<file path="config.mk">
export PLATFORM = sky130hd
export DESIGN_NAME = scan_decoder
export DESIGN_NICKNAME = d
export VERILOG_FILES = /design/src/rtl/scan_decoder_pkg.sv /design/src/rtl/scan_decoder_onehot_decode.sv /design/src/rtl/scan_decoder.sv
export SDC_FILE = /design/constraint.sdc
export NUM_CORES = 1
export LEC_CHECK = 0
export BUFFER_PORTS_ARGS = -buffer_cell sky130_fd_sc_hd__clkbuf_2
export CAP_MARGIN = 20
export CELL_PAD_IN_SITES_DETAIL_PLACEMENT = 0
export CELL_PAD_IN_SITES_GLOBAL_PLACEMENT = 2
export CORE_ASPECT_RATIO = 1.2
export CORE_MARGIN = 5
export CORE_UTILIZATION = 30
export CTS_CLUSTER_DIAMETER = 200
export DETAILED_ROUTE_END_ITERATION = 8
export PLACE_DENSITY = 0.8
export SLEW_MARGIN = 20
export SYNTH_ARGS = -nofsm -noshare
export SYNTH_HDL_FRONTEND = slang
export SYNTH_SLANG_ARGS = --single-unit
</file>
<file path="constraint.sdc">
create_clock -name clk -period 1.87 [get_ports clk]
set_clock_uncertainty 0.05 [all_clocks]
set_input_delay 0.374 -clock clk [delete_from_list [all_inputs] [get_ports clk]]
set_output_delay 0.374 -clock clk [all_outputs]
set_load 0.01 [all_outputs]
</file>
<file path="src/rtl/scan_decoder_pkg.sv">
// Shared types and helpers for the scan_decoder display-select block.
package scan_decoder_pkg;

  typedef enum logic [1:0] {
    S_IDLE,
    S_MANUAL,
    S_DWELL,
    S_GAP
  } state_t;

  localparam logic MODE_MANUAL = 1'b0;
  localparam logic MODE_SCAN   = 1'b1;

  // Inactive output pattern, LSB-aligned; callers truncate to their width (<= 64).
  function automatic logic [63:0] idle_pat(input int width, input bit active_low);
    logic [63:0] p;
    p = '0;
    for (int i = 0; i < 64; i++) begin
      if (active_low && (i < width)) p[i] = 1'b1;
    end
    return p;
  endfunction

endpackage

</file>
<file path="src/rtl/scan_decoder_onehot_decode.sv">
// Combinational one-hot decoder; codes at or above NUM_CH, or valid low, give the idle pattern.
module onehot_decode
  import scan_decoder_pkg::*;
#(
  parameter int SEL_W      = 3,
  parameter int NUM_CH     = 8,
  parameter int ACTIVE_LOW = 1
) (
  input  logic [SEL_W-1:0]      code,
  input  logic                  valid,
  output logic [2**SEL_W-1:0]   pattern
);

  localparam int OUT_W = 2**SEL_W;
  localparam logic [OUT_W-1:0] IDLE_PAT = OUT_W'(idle_pat(OUT_W, ACTIVE_LOW != 0));
  localparam logic [SEL_W:0]   NCH      = (SEL_W+1)'(NUM_CH);

  logic [OUT_W-1:0] hot;

  always_comb begin
    hot = OUT_W'(1) << code;
    if (valid && ({1'b0, code} < NCH)) begin
      pattern = (ACTIVE_LOW != 0) ? ~hot : hot;
    end else begin
      pattern = IDLE_PAT;
    end
  end

endmodule

</file>
<file path="src/rtl/scan_decoder.sv">
// Registered N-to-2^N select decoder with manual decode and an autonomous dwell/blank scan sequencer.
module scan_decoder
  import scan_decoder_pkg::*;
#(
  parameter int SEL_W      = 3,
  parameter int NUM_CH     = 8,
  parameter int DWELL      = 1000,
  parameter int BLANK      = 2,
  parameter int ACTIVE_LOW = 1
) (
  input  logic                  clk,
  input  logic                  rst,
  input  logic                  en,
  input  logic                  mode,
  input  logic [SEL_W-1:0]      sel,
  output logic [2**SEL_W-1:0]   y,
  output logic [SEL_W-1:0]      idx,
  output logic                  wrap
);

  localparam int OUT_W   = 2**SEL_W;
  localparam int CNT_MAX = (DWELL > BLANK) ? DWELL : BLANK;
  localparam int CNT_W   = $clog2(CNT_MAX + 1);

  localparam logic [OUT_W-1:0] IDLE_PAT  = OUT_W'(idle_pat(OUT_W, ACTIVE_LOW != 0));
  localparam logic [SEL_W-1:0] LAST_CH   = SEL_W'(NUM_CH - 1);
  localparam logic [CNT_W-1:0] DWELL_END = CNT_W'(DWELL - 1);
  localparam logic [CNT_W-1:0] GAP_END   = CNT_W'((BLANK > 0) ? BLANK - 1 : 0);

  state_t           state;
  logic [CNT_W-1:0] cnt;
  logic [SEL_W-1:0] idx_next;
  logic [SEL_W-1:0] dec_code;
  logic             dec_valid;
  logic [OUT_W-1:0] dec_pat;
  logic             scanning;
  logic             dwell_done;
  logic             gap_done;

  assign idx_next   = (idx == LAST_CH) ? '0 : idx + 1'b1;
  assign scanning   = (state == S_DWELL) || (state == S_GAP);
  assign dwell_done = (cnt == DWELL_END);
  assign gap_done   = (cnt == GAP_END);

  // Select what the single decoder presents to the y register at the next edge.
  always_comb begin
    dec_code  = '0;
    dec_valid = 1'b0;
    if (en) begin
      if (mode == MODE_MANUAL) begin
        dec_code  = sel;
        dec_valid = 1'b1;
      end else if (!scanning) begin
        dec_code  = '0;
        dec_valid = 1'b1;
      end else if (state == S_DWELL) begin
        if (!dwell_done) begin
          dec_code  = idx;
          dec_valid = 1'b1;
        end else if (BLANK == 0) begin
          dec_code  = idx_next;
          dec_valid = 1'b1;
        end
      end else if (gap_done) begin
        dec_code  = idx_next;
        dec_valid = 1'b1;
      end
    end
  end

  onehot_decode #(
    .SEL_W      (SEL_W),
    .NUM_CH     (NUM_CH),
    .ACTIVE_LOW (ACTIVE_LOW)
  ) u_dec (
    .code    (dec_code),
    .valid   (dec_valid),
    .pattern (dec_pat)
  );

  always_ff @(posedge clk or posedge rst) begin
    if (rst) begin
      state <= S_IDLE;
      cnt   <= '0;
      idx   <= '0;
      y     <= IDLE_PAT;
      wrap  <= 1'b0;
    end else begin
      y    <= dec_pat;
      wrap <= 1'b0;
      if (!en) begin
        state <= S_IDLE;
        cnt   <= '0;
      end else if (mode == MODE_MANUAL) begin
        state <= S_MANUAL;
        cnt   <= '0;
        idx   <= sel;
      end else if (!scanning) begin
        state <= S_DWELL;
        cnt   <= '0;
        idx   <= '0;
      end else if (state == S_DWELL) begin
        if (!dwell_done) begin
          cnt <= cnt + 1'b1;
        end else if (BLANK > 0) begin
          state <= S_GAP;
          cnt   <= '0;
        end else begin
          cnt  <= '0;
          idx  <= idx_next;
          wrap <= (idx_next == '0);
        end
      end else begin
        if (!gap_done) begin
          cnt <= cnt + 1'b1;
        end else begin
          state <= S_DWELL;
          cnt   <= '0;
          idx   <= idx_next;
          wrap  <= (idx_next == '0);
        end
      end
    end
  end

endmodule

</file>
# After elaboration in Yosys (flattened, before gate mapping)
# Index checks and enable logic that the tools add are counted.
# totals
regBits	24
latch_bits	0
ram_bits	0
rom_bits	0
inputBits	7
out_inout_bits	12
elab_cells	57
memories	0
# classes
n_addsub	2
n_mul	0
n_div	0
n_lt_le_gt_ge	0
n_eq_ne	9
n_shift	1
muxes	35
bitwise_logic	1
reduce_logical	4
# op_table
op	count
$mux W10	6
$mux W3	11
$mux W2	6
$mux W1	11
$add A10 B1 Y10 const B	1
$eq A10 B1 Y1 const B	1
$eq A10 B10 Y1 const B	1
$mux W8	1
$not A8 Y8	1
$shl A1 B3 Y8 const A	1
$ne A5 B3 Y1 const B	1
$ne A5 B5 Y1 const B	1
$eq A2 B2 Y1 const B	2
$add A3 B1 Y3 const B	1
$eq A3 B3 Y1 const B	1
$logic_not A3 Y1	1
$ne A3 B2 Y1 const B	1
$ne A3 B3 Y1 const B	1
$reduce_and A3 Y1	1
$reduce_and A2 Y1	1
$logic_or A1 B1 Y1	1

# Longest topological paths before layout
# Gate-level depths: netlist of run 1.
# logic_depth
ltp_word	10
ltp_mapped	7
depth_no_buf	7

# Cells and area by module
# A second synthesis of run 1 with hierarchy kept.
# unflattened
cells_unflattened	109
hier_area_um2	1238.7
# by_module_without_submodules
module	instances	cells_per_inst	area_each_um2	seq_area_each_um2
scan_decoder	1	101	1162.4	610.6
onehot_decode	1	8	76.3	0.0

# Worst setup path before layout of run 1
# OpenSTA, ideal clock, no wires.
# synth_path
path_kind	reg2reg
startpoint	reg idx[0]
endpoint	reg y[3]
setup_time_ns	0.102
arrival_time_ns	1.870
t_required_ns	1.718
setup_slack_ns	-0.152
path_stages_with_launch	8
n_path_buf	0
period_less_slack_ns	2.022
cell_sequence	dfrtp_1 ha_1 ha_1 nor2_1 a32oi_1 or4b_1 a22oi_2 o211ai_1
# synth_between
elab_chain_cells	10
word_cells_on_any_way	12
cone_classes	add/sub (1); eq/ne (1); shift (1); mux (8); bitwise (1)
# synth_lines
element	line_no	source
start, declared	scan_decoder.sv:17	output logic [SEL_W-1:0] idx,
start signal, assigned	scan_decoder.sv:97	idx <= sel;
start signal, assigned	scan_decoder.sv:110	idx <= idx_next;
start signal, assigned	scan_decoder.sv:119	idx <= idx_next;
$add A3 B1 Y3 / $eq A3 B3 Y1 (equally long branches)	scan_decoder.sv:40	assign idx_next = (idx == LAST_CH) ? '0 : idx + 1'b1;
$mux W3	scan_decoder.sv:40	
$mux W3	scan_decoder.sv:64	end else if (gap_done) begin
$mux W3 (*)	scan_decoder.sv:56	end else if (state == S_DWELL) begin
$mux W3 (*)	scan_decoder.sv:53	end else if (!scanning) begin
$mux W3 (*)	scan_decoder.sv:50	if (mode == MODE_MANUAL) begin
$mux W3 (*)	scan_decoder.sv:49	if (en) begin
$shl A1 B3 Y8 (*)	scan_decoder_onehot_decode.sv:21	hot = OUT_W'(1) << code;
$not A8 Y8 (*)	scan_decoder_onehot_decode.sv:23	pattern = (ACTIVE_LOW != 0) ? ~hot : hot;
$mux W8 (*)	scan_decoder_onehot_decode.sv:22	if (valid && ({1'b0, code} < NCH)) begin
net dec_pat[3]	scan_decoder.sv:35	logic [OUT_W-1:0] dec_pat;
end signal, assigned	scan_decoder.sv:89	y <= dec_pat;
end, declared	scan_decoder.sv:16	output logic [2**SEL_W-1:0] y,
# Mark *: on every way through the listed nets, which the timed path passes. The rest lies on a longest branch.
# A chain may end at the register's enable or synchronous reset.

# Worst setup path in the final report of run 1
# layout_path
startpoint	reg cnt[1]
endpoint	reg y[3]
# layout_between
elab_chain_cells	9
word_cells_on_any_way	17
cone_classes	eq/ne (2); shift (1); mux (13); bitwise (1)
# layout_lines
element	line_no	source
start, declared	scan_decoder.sv:31	logic [CNT_W-1:0] cnt;
start signal, assigned	scan_decoder.sv:104	cnt <= cnt + 1'b1;
start signal, assigned	scan_decoder.sv:115	cnt <= cnt + 1'b1;
$eq A10 B1 Y1 / $eq A10 B10 Y1 (equally long branches)	scan_decoder.sv:43, scan_decoder.sv:42	
$mux W3, on equally long branches	scan_decoder.sv:64, scan_decoder.sv:57	
$mux W3	scan_decoder.sv:56	
$mux W3	scan_decoder.sv:53	
$mux W3	scan_decoder.sv:50	
$mux W3	scan_decoder.sv:49	
$shl A1 B3 Y8	scan_decoder_onehot_decode.sv:21	
$not A8 Y8	scan_decoder_onehot_decode.sv:23	
$mux W8 (*)	scan_decoder_onehot_decode.sv:22	
net dec_pat[3]	scan_decoder.sv:35	
# Marked as above.

==> qor.csv, run 1 <==
stage;metric;value;unit
clocking;H-tree Lvls;1;
setup_path;CP Class;register to register;
detailed_routing;DRC viols;0;
synth;Avg Cell Area, Syn;9.87;um^2
layout;Layout area overhead;42.4;%
timing;unrepaired setup endpoints after global routing;yes;
clocking;clk buf depth;2;
synth;Post-synth ARST share;1.00;
synth;cell taking the most area after synthesis;dfrtp_1;
global_route;first-pass GRT wire length;5920;um
setup_path;R2R Setup Slk;-180;ps
detailed_routing;vias per cell;4.98;
min_path;Hold Crit Class;primary input to async pin;
floorplan;die height;82.7;um
layout;Antenna diodes;0;
timing;Final Setup Violations;8;
global_route;number of global-route vias before repair;1304;
synth;synthesized netlist cell count;134;
layout;most frequent cells in the layout;35 x buf_4, 20 x nor2_1, 18 x clkbuf_2, 14 x dfrtp_1, 11 x nand2_1;
global_route;total gr overflow;0;
detailed_routing;WL/cell;14.3;um
detailed_routing;Iteration-0 DRC Markers;53;
placed_design;dpl hpwl;2680;um
synth;synthesized area;1320;um^2
detailed_routing;Post-Route WL;3530;um
power_and_ir_drop;P per Cell Area;606;nW/um^2
setup_path;Critical Path RT;1990;ps
clocking;clock latency on the worst-skew pair;260;ps
floorplan;initial cell density of the core;0.310;
timing;Fin. Hold Viols;0;
detailed_routing;Initial DRT Pass Iterations;5;
setup_path;critical path fanouts, max;8;
synth;synthesized flop and latch total;24;
clocking;CTS tree;yes;
floorplan;I/O Pins;19;
synth;syn nets;146;
flow_run;maxcap violations;0;
setup_path;CP Capture Type;register;
layout;Final #Nets;204;
layout;commonest non-fill, non-tap cell in the layout;buf_4;
placed_design;global placer's final weighted congestion;0.867;
placed_design;port bufs;18;
synth;top cells by area, synth;dfrtp_1 30%, dfstp_2 16%, nor2_1 6.0%, ha_1 4.7%, nand2_1 3.1%;
detailed_routing;via count;1231;
global_route;initial antenna violation count;0;
timing;Hold WS;44.3;ps
floorplan;Row Count;26;
timing;Final min period;2050;ps
timing;Final Slew Violations;0;
global_route;total global-route track usage;0.127;
timing;final worst-path cycle share;1.10;
clocking;clock root buffer master;clkbuf_8;
power_and_ir_drop;maximum VDD drop;0.275;mV
clocking;Reg clk slew, reported paths;80;ps
layout;share of layout cells above drive strength 1;0.455;
setup_path;WP data arrival;2170;ps
timing;Fmax achieved;488;MHz
floorplan;core area;4260;um^2
setup_path;Worst setup SP type;register;
layout;post-layout util;0.442;
synth;sequential share of the synthesized area;0.462;
synth;unique cell type count in the Yosys netlist;40;
synth;main flop type after synthesis;dfrtp_1;
power_and_ir_drop;Leak;0.785;nW
timing;Slew @ Worst Pin;475;ps
floorplan;Horiz. Die Dim;70.6;um
timing;fin worst setup slack;-179;ps
clocking;CTS sink cnt;24;
status;failing checks;setup timing;
status;status;finished, violations left;
clocking;CTS Buf Count;3;
global_route;largest net degree at the start of global routing;14;
timing;slew margin rel.;0.683;
floorplan;die area;5840;um^2
synth;YS warnings;0;
detailed_routing;Final ANT Viol Nets;0;
synth;Yosys top cell area share;0.303;
synth;EDFF count, synth;0;
[layer usage]
metal / wire [um] / track usage / vias to the layer above
met5: 0 / 0 / -
met4: 19 / 0.0376 / 0
met3: 77 / 0.0194 / 2
met2: 1930 / 0.238 / 16
met1: 1500 / 0.151 / 613
li1: - / - / 600
[cells in the mapped netlist, types with 3 or more instances]
| master | instances |
|---|---|
| dfrtp_1 | 16 |
| dfstp_2 | 8 |
| xor2_1 | 3 |
| nor2b_1 | 3 |
| xnor2_1 | 4 |
| nand3_1 | 8 |
| a21oi_1 | 7 |
| nand2_1 | 11 |
| nor2_1 | 21 |
| nand2b_1 | 3 |
| ha_1 | 5 |
| nor4_1 | 3 |
| nor3_1 | 5 |
| and2_1 | 3 |
[final timing paths]
check	to	depth (start not counted)	start
max	y[3]	7	cnt[1]
min	cnt[2]	2	rst
max reg2reg	y[3]	7	cnt[1]
min reg2reg	cnt[0]	2	cnt[0]
max in group asynchronous	y[7]	3	rst
min in group clk	y[7]	2	sel[1]
[state kept, by name, summed over array words and instances, names as in the netlist]
| register | count |
|---|---|
| cnt | 10 |
| wrap | 1 |
| y | 8 |
| state | 2 |
| idx | 3 |
[stage by stage]
| stage | area (um^2) | power, W | cells | worst slack (ps) | setup TNS [ps] |
|---|---|---|---|---|---|
| floorplan | 1350 | 0.000679 | 134 | -56.1 | -101 |
| global placement | 1720 | 0.000779 | 235 | -184 | -807 |
| detailed placement | 1720 | 0.000785 | 235 | -186 | -1040 |
| CTS | 1810 | 0.00114 | 243 | -201 | -1340 |
| global route | 1880 | 0.00121 | 247 | -305 | -2530 |
| finish | 1880 | 0.00114 | 247 | -179 | -1240 |
[cells by family after synthesis]
group | Yosys count | share of synthesized area
and+or+nand+nor | 67 | 0.281
xor gates and xnor gates | 7 | 0.0464
buffers and inverters | 5 | 0.0199
DFF | 24 | 0.462
AOI/OAI and AO/OA | 25 | 0.136
muxes | 1 | 0.00757
adders and majority gates | 5 | 0.0473
[area by class of cell]
| type | count | area [um^2] |
|---|---|---|
| flip-flops and latches | 24 | 613 |
| well taps | 56 | 70.1 |
| repair buffers | 56 | 380 |
| clock buffers | 4 | 55.1 |
| fillers | 440 | 2380 |
| inverters | 2 | 7.51 |
| multi-input cells | 105 | 757 |
[power breakdown]
part | total, W | switching [W] | internal (W) | leakage (nW)
combinational | 0.000247 | 0.000133 | 0.000114 | 0.460
sequential | 0.000551 | 0.0000113 | 0.000540 | 0.296
clock | 0.000343 | 0.000156 | 0.000188 | 0.0288
total | 0.00114 | 0.000300 | 0.000841 | 0.785
[timing repair]
action,4_1_cts,5_1_grt
resized for setup,2,10
buffers inserted,4,3
hold buffers,0,0
pin swaps,3,6
endpoints found under the hold margin,0,0
endpoints found under the setup margin,8,13
cloned,0,1
[worst max-delay path, cell delays in order (launching register included)]
cell and delay, ps:
dfrtp_1 390, inv_1 60, ha_1 140, nor4b_4 270, a31oi_4 210, or4_1 520
a22oi_2 210, o211ai_1 110
Note: power is estimated with default switching activity, not from simulation.
==> run 2, diff against run 1 <==
--- a/config.mk
+++ b/config.mk
@@ -19,3 +19,4 @@
 export SYNTH_ARGS = -nofsm -noshare
 export SYNTH_HDL_FRONTEND = slang
 export SYNTH_SLANG_ARGS = --single-unit
+export TNS_END_PERCENT = 10
==> qor.csv, run 2 (synthesis gave the netlist of run 1 again) <==
stage;metric;value;unit;change
status;status;finished, violations left;;unchanged
status;failing checks;setup timing;;unchanged
setup_path;Worst setup SP type;register;;unchanged
layout;Layout area overhead;39.9;%;was 42.4%
placed_design;port bufs;18;;unchanged
clocking;clock latency on the worst-skew pair;270;ps;was 260 ps
floorplan;core area;4260;um^2;unchanged
clocking;clk buf depth;2;;unchanged
layout;share of layout cells above drive strength 1;0.450;;was 0.455
layout;multi-input combinational cell area;754;um^2;was 757 um^2
timing;Fin. Hold Viols;0;;unchanged
clocking;H-tree Lvls;1;;unchanged
global_route;first-pass GRT wire length;5620;um;was 5920 um
layout;Top Registers;cnt: 10 flops, y: 8 flops, idx: 3 flops;;unchanged
detailed_routing;via count;1214;;was 1,231
clocking;Hold Buf Count CTS;0;;unchanged
placed_design;dpl ws;-108;ps;was -186 ps
clocking;CTS Buf Count;3;;unchanged
placed_design;dpl hpwl;2610;um;was 2680 um
timing;Final Setup Violations;8;;unchanged
layout;Antenna diodes;0;;unchanged
layout;Final Instance Area;1850;um^2;was 1880 um^2
timing;Final min period;1970;ps;was 2050 ps
detailed_routing;Iteration-0 DRC Markers;37;;was 53
timing;fin worst setup slack;-104;ps;was -179 ps
global_route;number of global-route vias before repair;1283;;was 1,304
layout;FF/Latch Area;613;um^2;unchanged
clocking;clock root buffer master;clkbuf_8;;unchanged
layout;commonest non-fill, non-tap cell in the layout;buf_4;;unchanged
clocking;CTS tree;yes;;unchanged
global_route;total global-route track usage;0.123;;was 0.127
layout;fillcell total;413;;was 440
setup_path;WP data arrival;2100;ps;was 2170 ps
floorplan;initial cell density of the core;0.310;;unchanged
timing;unrepaired setup endpoints after global routing;yes;;unchanged
floorplan;die height;82.7;um;unchanged
floorplan;I/O Pins;19;;unchanged
setup_path;CP Class;register to register;;unchanged
layout;Largest Register;cnt;;unchanged
timing;Fmax achieved;507;MHz;was 488 MHz
detailed_routing;DRC viols;0;;unchanged
layout;Largest register FFs;10;;unchanged
layout;Final #Nets;202;;was 204
detailed_routing;Post-Route WL;3360;um;was 3530 um
timing;final worst-path cycle share;1.06;;was 1.10
global_route;total gr overflow;0;;unchanged
setup_path;Critical Path RT;2000;ps;was 1990 ps
clocking;CTS sink cnt;24;;unchanged
global_route;initial antenna violation count;0;;unchanged
timing;Final Slew Violations;0;;unchanged
detailed_routing;Initial DRT Pass Iterations;4;;was 5
min_path;Hold Crit Class;primary input to async pin;;unchanged
detailed_routing;vias per cell;4.96;;was 4.98
floorplan;Row Count;26;;unchanged
floorplan;die area;5840;um^2;unchanged
placed_design;global placer's final weighted congestion;0.788;;was 0.867
clocking;Reg clk slew, reported paths;90;ps;was 80 ps
flow_run;maxcap violations;0;;unchanged
placed_design;Post-DP Area;1730;um^2;was 1720 um^2
detailed_routing;WL/cell;13.7;um;was 14.3 um
timing;Slew @ Worst Pin;360;ps;was 475 ps
floorplan;Horiz. Die Dim;70.6;um;unchanged
layout;most frequent cells in the layout;36 x buf_4, 20 x nor2_1, 18 x clkbuf_2, 14 x dfrtp_1, 11 x nand2_1;;was 35 x buf_4, 20 x nor2_1, 18 x clkbuf_2, 14 x dfrtp_1, 11 x nand2_1
power_and_ir_drop;P per Cell Area;604;nW/um^2;was 606 nW/um^2
power_and_ir_drop;Leak;0.771;nW;was 0.785 nW
power_and_ir_drop;maximum VDD drop;0.274;mV;was 0.275 mV
timing;slew margin rel.;0.758;;was 0.683
setup_path;critical path fanouts, max;5;;was 8
setup_path;CP Capture Type;register;;unchanged
global_route;largest net degree at the start of global routing;25;;was 14
detailed_routing;Final ANT Viol Nets;0;;unchanged
[run 2: repair_timing]
item / CTS / global route
gates resized for setup: 4 / 6
endpoints found under the setup margin: 7 / 10
buffers inserted: 3 / 2
pin swaps: 9 / 5
[run 2: layout make-up]
cell class / count / area share
clock buffers: 4 / 0.0243
inverters: 2 / 0.00406
repair buffers: 54 / 0.195
flip-flops and latches: 24 / 0.331
multi-input cells: 105 / 0.408
well taps: 56 / 0.0379
[run 2: path summary, 6_finish.rpt]
path	startpoint	endpoint	slack, ps	depth (start not counted)
max in group asynchronous	rst	y[3]	1400	3
min in group clk	sel[1]	y[3]	290	2
worst min-delay path	rst	state[1]	60	3
worst min register to register	cnt[0]	cnt[0]	460	1
worst max-delay path	cnt[1]	y[6]	-100	7
worst max register to register	cnt[1]	y[6]	-100	7
[run 2: routing by layer]
layer / vias up / share of wire / track usage / routed length (um)
met5: - / 0 / 0 / 0
met4: 0 / 0.014 / 0.0395 / 47
met3: 8 / 0.037 / 0.0254 / 123
met2: 25 / 0.51 / 0.231 / 1730
met1: 588 / 0.43 / 0.139 / 1460
li1: 593 / - / - / -
[run 2: stage by stage]
step / power [W] / instances / util / hold WS, ps / TNS [ps]
floorplan: 0.000679 / 134 / - / 333 / -136
global placement: 0.000785 / 236 / 0.405 / 369 / -520
detailed placement: 0.000792 / 236 / 0.405 / 370 / -453
CTS: 0.00113 / 243 / 0.426 / 71.4 / -636
global route: 0.00118 / 245 / 0.434 / 89.8 / -1900
finish: 0.00112 / 245 / 0.434 / 64.4 / -706
[run 2: report_power, final]
part | total (W) | switching [W] | internal, W
clock network | 0.000311 | 0.000159 | 0.000152
registers | 0.000552 | 0.0000121 | 0.000540
logic | 0.000255 | 0.000134 | 0.000121
[run 2: worst max-delay path, stage by stage (launching register included)]
cell and delay [ps]:
dfrtp_1 350, buf_4 120, ha_1 160, nand4_1 210, nor4_4 470, nor4_2 120
nor4b_2 310, nand2_1 100
==> run 3, diff against run 2 <==
--- a/config.mk
+++ b/config.mk
@@ -5,6 +5,7 @@
 export SDC_FILE = /design/constraint.sdc
 export NUM_CORES = 1
 export LEC_CHECK = 0
+export ABC_AREA = 1
 export BUFFER_PORTS_ARGS = -buffer_cell sky130_fd_sc_hd__clkbuf_2
 export CAP_MARGIN = 20
 export CELL_PAD_IN_SITES_DETAIL_PLACEMENT = 0
@@ -14,7 +15,7 @@
 export CORE_UTILIZATION = 30
 export CTS_CLUSTER_DIAMETER = 200
 export DETAILED_ROUTE_END_ITERATION = 8
-export PLACE_DENSITY = 0.8
+export PLACE_DENSITY = 0.81
 export SLEW_MARGIN = 20
 export SYNTH_ARGS = -nofsm -noshare
 export SYNTH_HDL_FRONTEND = slang
==> qor.csv, run 3 <==
stage;metric;value;unit;change
status;status;complete, no violations;;was finished, violations left
synth;YS warnings;0;;unchanged
synth;sequential share of the synthesized area;0.454;;was 0.462
synth;cell taking the most area after synthesis;dfrtp_1;;unchanged
clocking;Reg clk slew, reported paths;80;ps;was 90 ps
synth;Avg Cell Area, Syn;9.02;um^2;was 9.87 um^2
global_route;largest net degree at the start of global routing;17;;was 25
synth;unique cell type count in the Yosys netlist;30;;was 40
synth;EDFF count, synth;0;;unchanged
floorplan;die area;5920;um^2;was 5840 um^2
min_path;Hold Crit Class;primary input to async pin;;unchanged
layout;commonest non-fill, non-tap cell in the layout;nand2_1;;was buf_4
detailed_routing;via count;1048;;was 1,214
floorplan;die height;83.3;um;was 82.7 um
timing;Final Setup Violations;0;;was 8
timing;unrepaired setup endpoints after global routing;no;;was yes
setup_path;CP endpoint;y[5];;was y[6]
clocking;CTS tree;yes;;unchanged
floorplan;Horiz. Die Dim;71.1;um;was 70.6 um
detailed_routing;Initial DRT Pass Iterations;4;;unchanged
global_route;total gr overflow;0;;unchanged
detailed_routing;DRC viols;0;;unchanged
layout;most frequent cells in the layout;32 x nand2_1, 18 x clkbuf_2, 16 x dfrtp_1, 15 x nor2_1, 13 x inv_1;;was 36 x buf_4, 20 x nor2_1, 18 x clkbuf_2, 14 x dfrtp_1, 11 x nand2_1
global_route;first-pass GRT wire length;4900;um;was 5620 um
synth;Yosys top cell area share;0.298;;was 0.303
clocking;clk buf depth;2;;unchanged
timing;final worst-path cycle share;0.940;;was 1.06
setup_path;CP Class;register to register;;unchanged
synth;Synth top cells by count;32 x nand2_1, 16 x dfrtp_1, 15 x nor2_1;;was 21 x nor2_1, 16 x dfrtp_1, 11 x nand2_1
detailed_routing;Final ANT Viol Nets;0;;unchanged
detailed_routing;Post-Route WL;2750;um;was 3360 um
flow_run;maxcap violations;0;;unchanged
clocking;Hold Buf Count CTS;0;;unchanged
setup_path;critical path fanouts, max;4;;was 5
synth;Post-synth ARST share;1.00;;unchanged
synth;syn nets;161;;was 146
setup_path;WP data arrival;1900;ps;was 2100 ps
synth;synthesized flop and latch total;24;;unchanged
placed_design;dpl hpwl;2260;um;was 2610 um
detailed_routing;Iteration-0 DRC Markers;31;;was 37
timing;Final min period;1760;ps;was 1970 ps
clocking;CTS sink cnt;24;;unchanged
setup_path;Worst setup SP type;register;;unchanged
clocking;CTS Buf Count;3;;unchanged
timing;Fin. Hold Viols;0;;unchanged
synth;top cells by area, synth;dfrtp_1 30%, dfstp_2 16%, nand2_1 8.9%, ha_1 4.7%, nor2_1 4.2%;;was dfrtp_1 30%, dfstp_2 16%, nor2_1 6.0%, ha_1 4.7%, nand2_1 3.1%
placed_design;global placer's final weighted congestion;0.856;;was 0.788
clocking;H-tree Lvls;1;;unchanged
power_and_ir_drop;maximum VDD drop;0.266;mV;was 0.274 mV
setup_path;worst reg2reg startpoint;idx[0];;was cnt[1]
synth;synthesized area;1340;um^2;was 1320 um^2
timing;Final Slew Violations;0;;unchanged
floorplan;core area;4290;um^2;was 4260 um^2
clocking;clock root buffer master;clkbuf_8;;unchanged
timing;Hold WS;249;ps;was 64.4 ps
setup_path;CP Capture Type;register;;unchanged
placed_design;port bufs;18;;unchanged
layout;share of layout cells above drive strength 1;0.347;;was 0.450
layout;Layout area overhead;16.2;%;was 39.9%
timing;slew margin rel.;0.785;;was 0.758
setup_path;R2R Setup Slk;110;ps;was -100 ps
layout;Antenna diodes;0;;unchanged
setup_path;Critical Path Start;idx[0];;was cnt[1]
timing;Fmax achieved;569;MHz;was 507 MHz
layout;Top Registers;cnt: 10 flops, y: 8 flops, idx: 3 flops;;unchanged
synth;most numerous cell in the Yosys netlist;nand2_1;;was nor2_1
global_route;number of global-route vias before repair;1124;;was 1,283
detailed_routing;vias per cell;4.58;;was 4.96
floorplan;I/O Pins;19;;unchanged
layout;Largest Register;cnt;;unchanged
global_route;initial antenna violation count;0;;unchanged
global_route;total global-route track usage;0.0984;;was 0.123
floorplan;Row Count;26;;unchanged
power_and_ir_drop;P per Cell Area;641;nW/um^2;was 604 nW/um^2
layout;Final #Nets;186;;was 202
synth;synthesized netlist cell count;149;;was 134
setup_path;Worst R2R Path Depth;9;;was 7
setup_path;Critical Path RT;2010;ps;was 2000 ps
floorplan;initial cell density of the core;0.313;;was 0.310
clocking;clock latency on the worst-skew pair;260;ps;was 270 ps
power_and_ir_drop;Leak;0.712;nW;was 0.771 nW
timing;Slew @ Worst Pin;322;ps;was 360 ps
synth;main flop type after synthesis;dfrtp_1;;unchanged
detailed_routing;WL/cell;12.0;um;was 13.7 um
timing;Setup Total Neg Slack;0;ps;was -706 ps
setup_path;reg2reg end;y[5];;was y[6]
layout;Largest register FFs;10;;unchanged
run 3: cell types whose count changed in the layout (fill, tap and decap cells not counted), moves of 7 or more:
| cell | change |
|---|---|
| nand2_1 | +21 |
| nand2_2 | +7 |
| inv_1 | +11 |
| buf_4 | -33 |
run 3: cell families after synthesis:
group / count (synthesis) / share of synthesized area
simple gates: 82 / 0.337
xor+xnor: 4 / 0.0261
fa+ha+maj: 5 / 0.0466
buf+inv: 16 / 0.0521
flops: 24 / 0.454
compound gates: 18 / 0.0838
run 3: where the power goes:
group | internal [W] | switching (W)
logic | 0.0000507 | 0.0000877
registers | 0.000538 | 0.0000137
clock network | 0.000152 | 0.000159
total | 0.000740 | 0.000260
run 3: cell type report:
type,count,area (um^2)
fill,464,2730
multi-input combinational,109,667
sequential,24,611
timing repair buffer,21,113
tap,56,70.1
inverter,15,56.3
clock buffer,4,45.0
run 3: metal layers:
layer / share of wire / wire length (um) / track usage / vias up
met5: 0 / 0 / 0 / -
met1: 0.42 / 1160 / 0.116 / 506
met4: 0.0062 / 17 / 0.0205 / 0
met3: 0.030 / 82 / 0.0229 / 2
met2: 0.54 / 1490 / 0.179 / 13
li1: - / - / - / 527
run 3: worst min path at each step:
stage / cells past startpoint / start / slack [ps] / end
after floorplan: 1 / rst / 330 / cnt[0]
after global placement: 1 / cnt[0] / 480 / cnt[0]
after detailed placement: 1 / cnt[0] / 490 / cnt[0]
after CTS: 2 / rst / 280 / y[0]
after global routing: 2 / rst / 320 / y[2]
final: 2 / rst / 250 / y[2]
run 3: worst max-delay path: stages (launching register included):
cell	delay, ps
dfrtp_1	390
ha_1	200
ha_1	160
or2_2	290
a21oi_2	150
nand3_2	100
nand2_4	90
nand2_2	70
nor2_2	110
nand2_1	70
run 3: repair_timing:
item / in CTS / in global routing
resized for setup: 0 / 1
setup buffers: 0 / 0
endpoints found under the setup margin: 0 / 2
endpoints found under the hold margin: 0 / 0
run 3: per-stage QoR:
| step | utilization | setup slack, ps | instances | instance area (um^2) | power, W |
|---|---|---|---|---|---|
| 5_1_grt | 0.364 | 6.03 | 229 | 1560 | 0.00106 |
| 2_1_floorplan | - | 108 | 149 | 1340 | 0.000650 |
| 4_1_cts | 0.363 | 46.2 | 229 | 1560 | 0.00102 |
| 3_5_place_dp | 0.352 | 73.8 | 225 | 1510 | 0.000701 |
| 6_report | 0.364 | 111 | 229 | 1560 | 0.00100 |
| 3_3_place_gp | 0.352 | 118 | 225 | 1510 | 0.000699 |
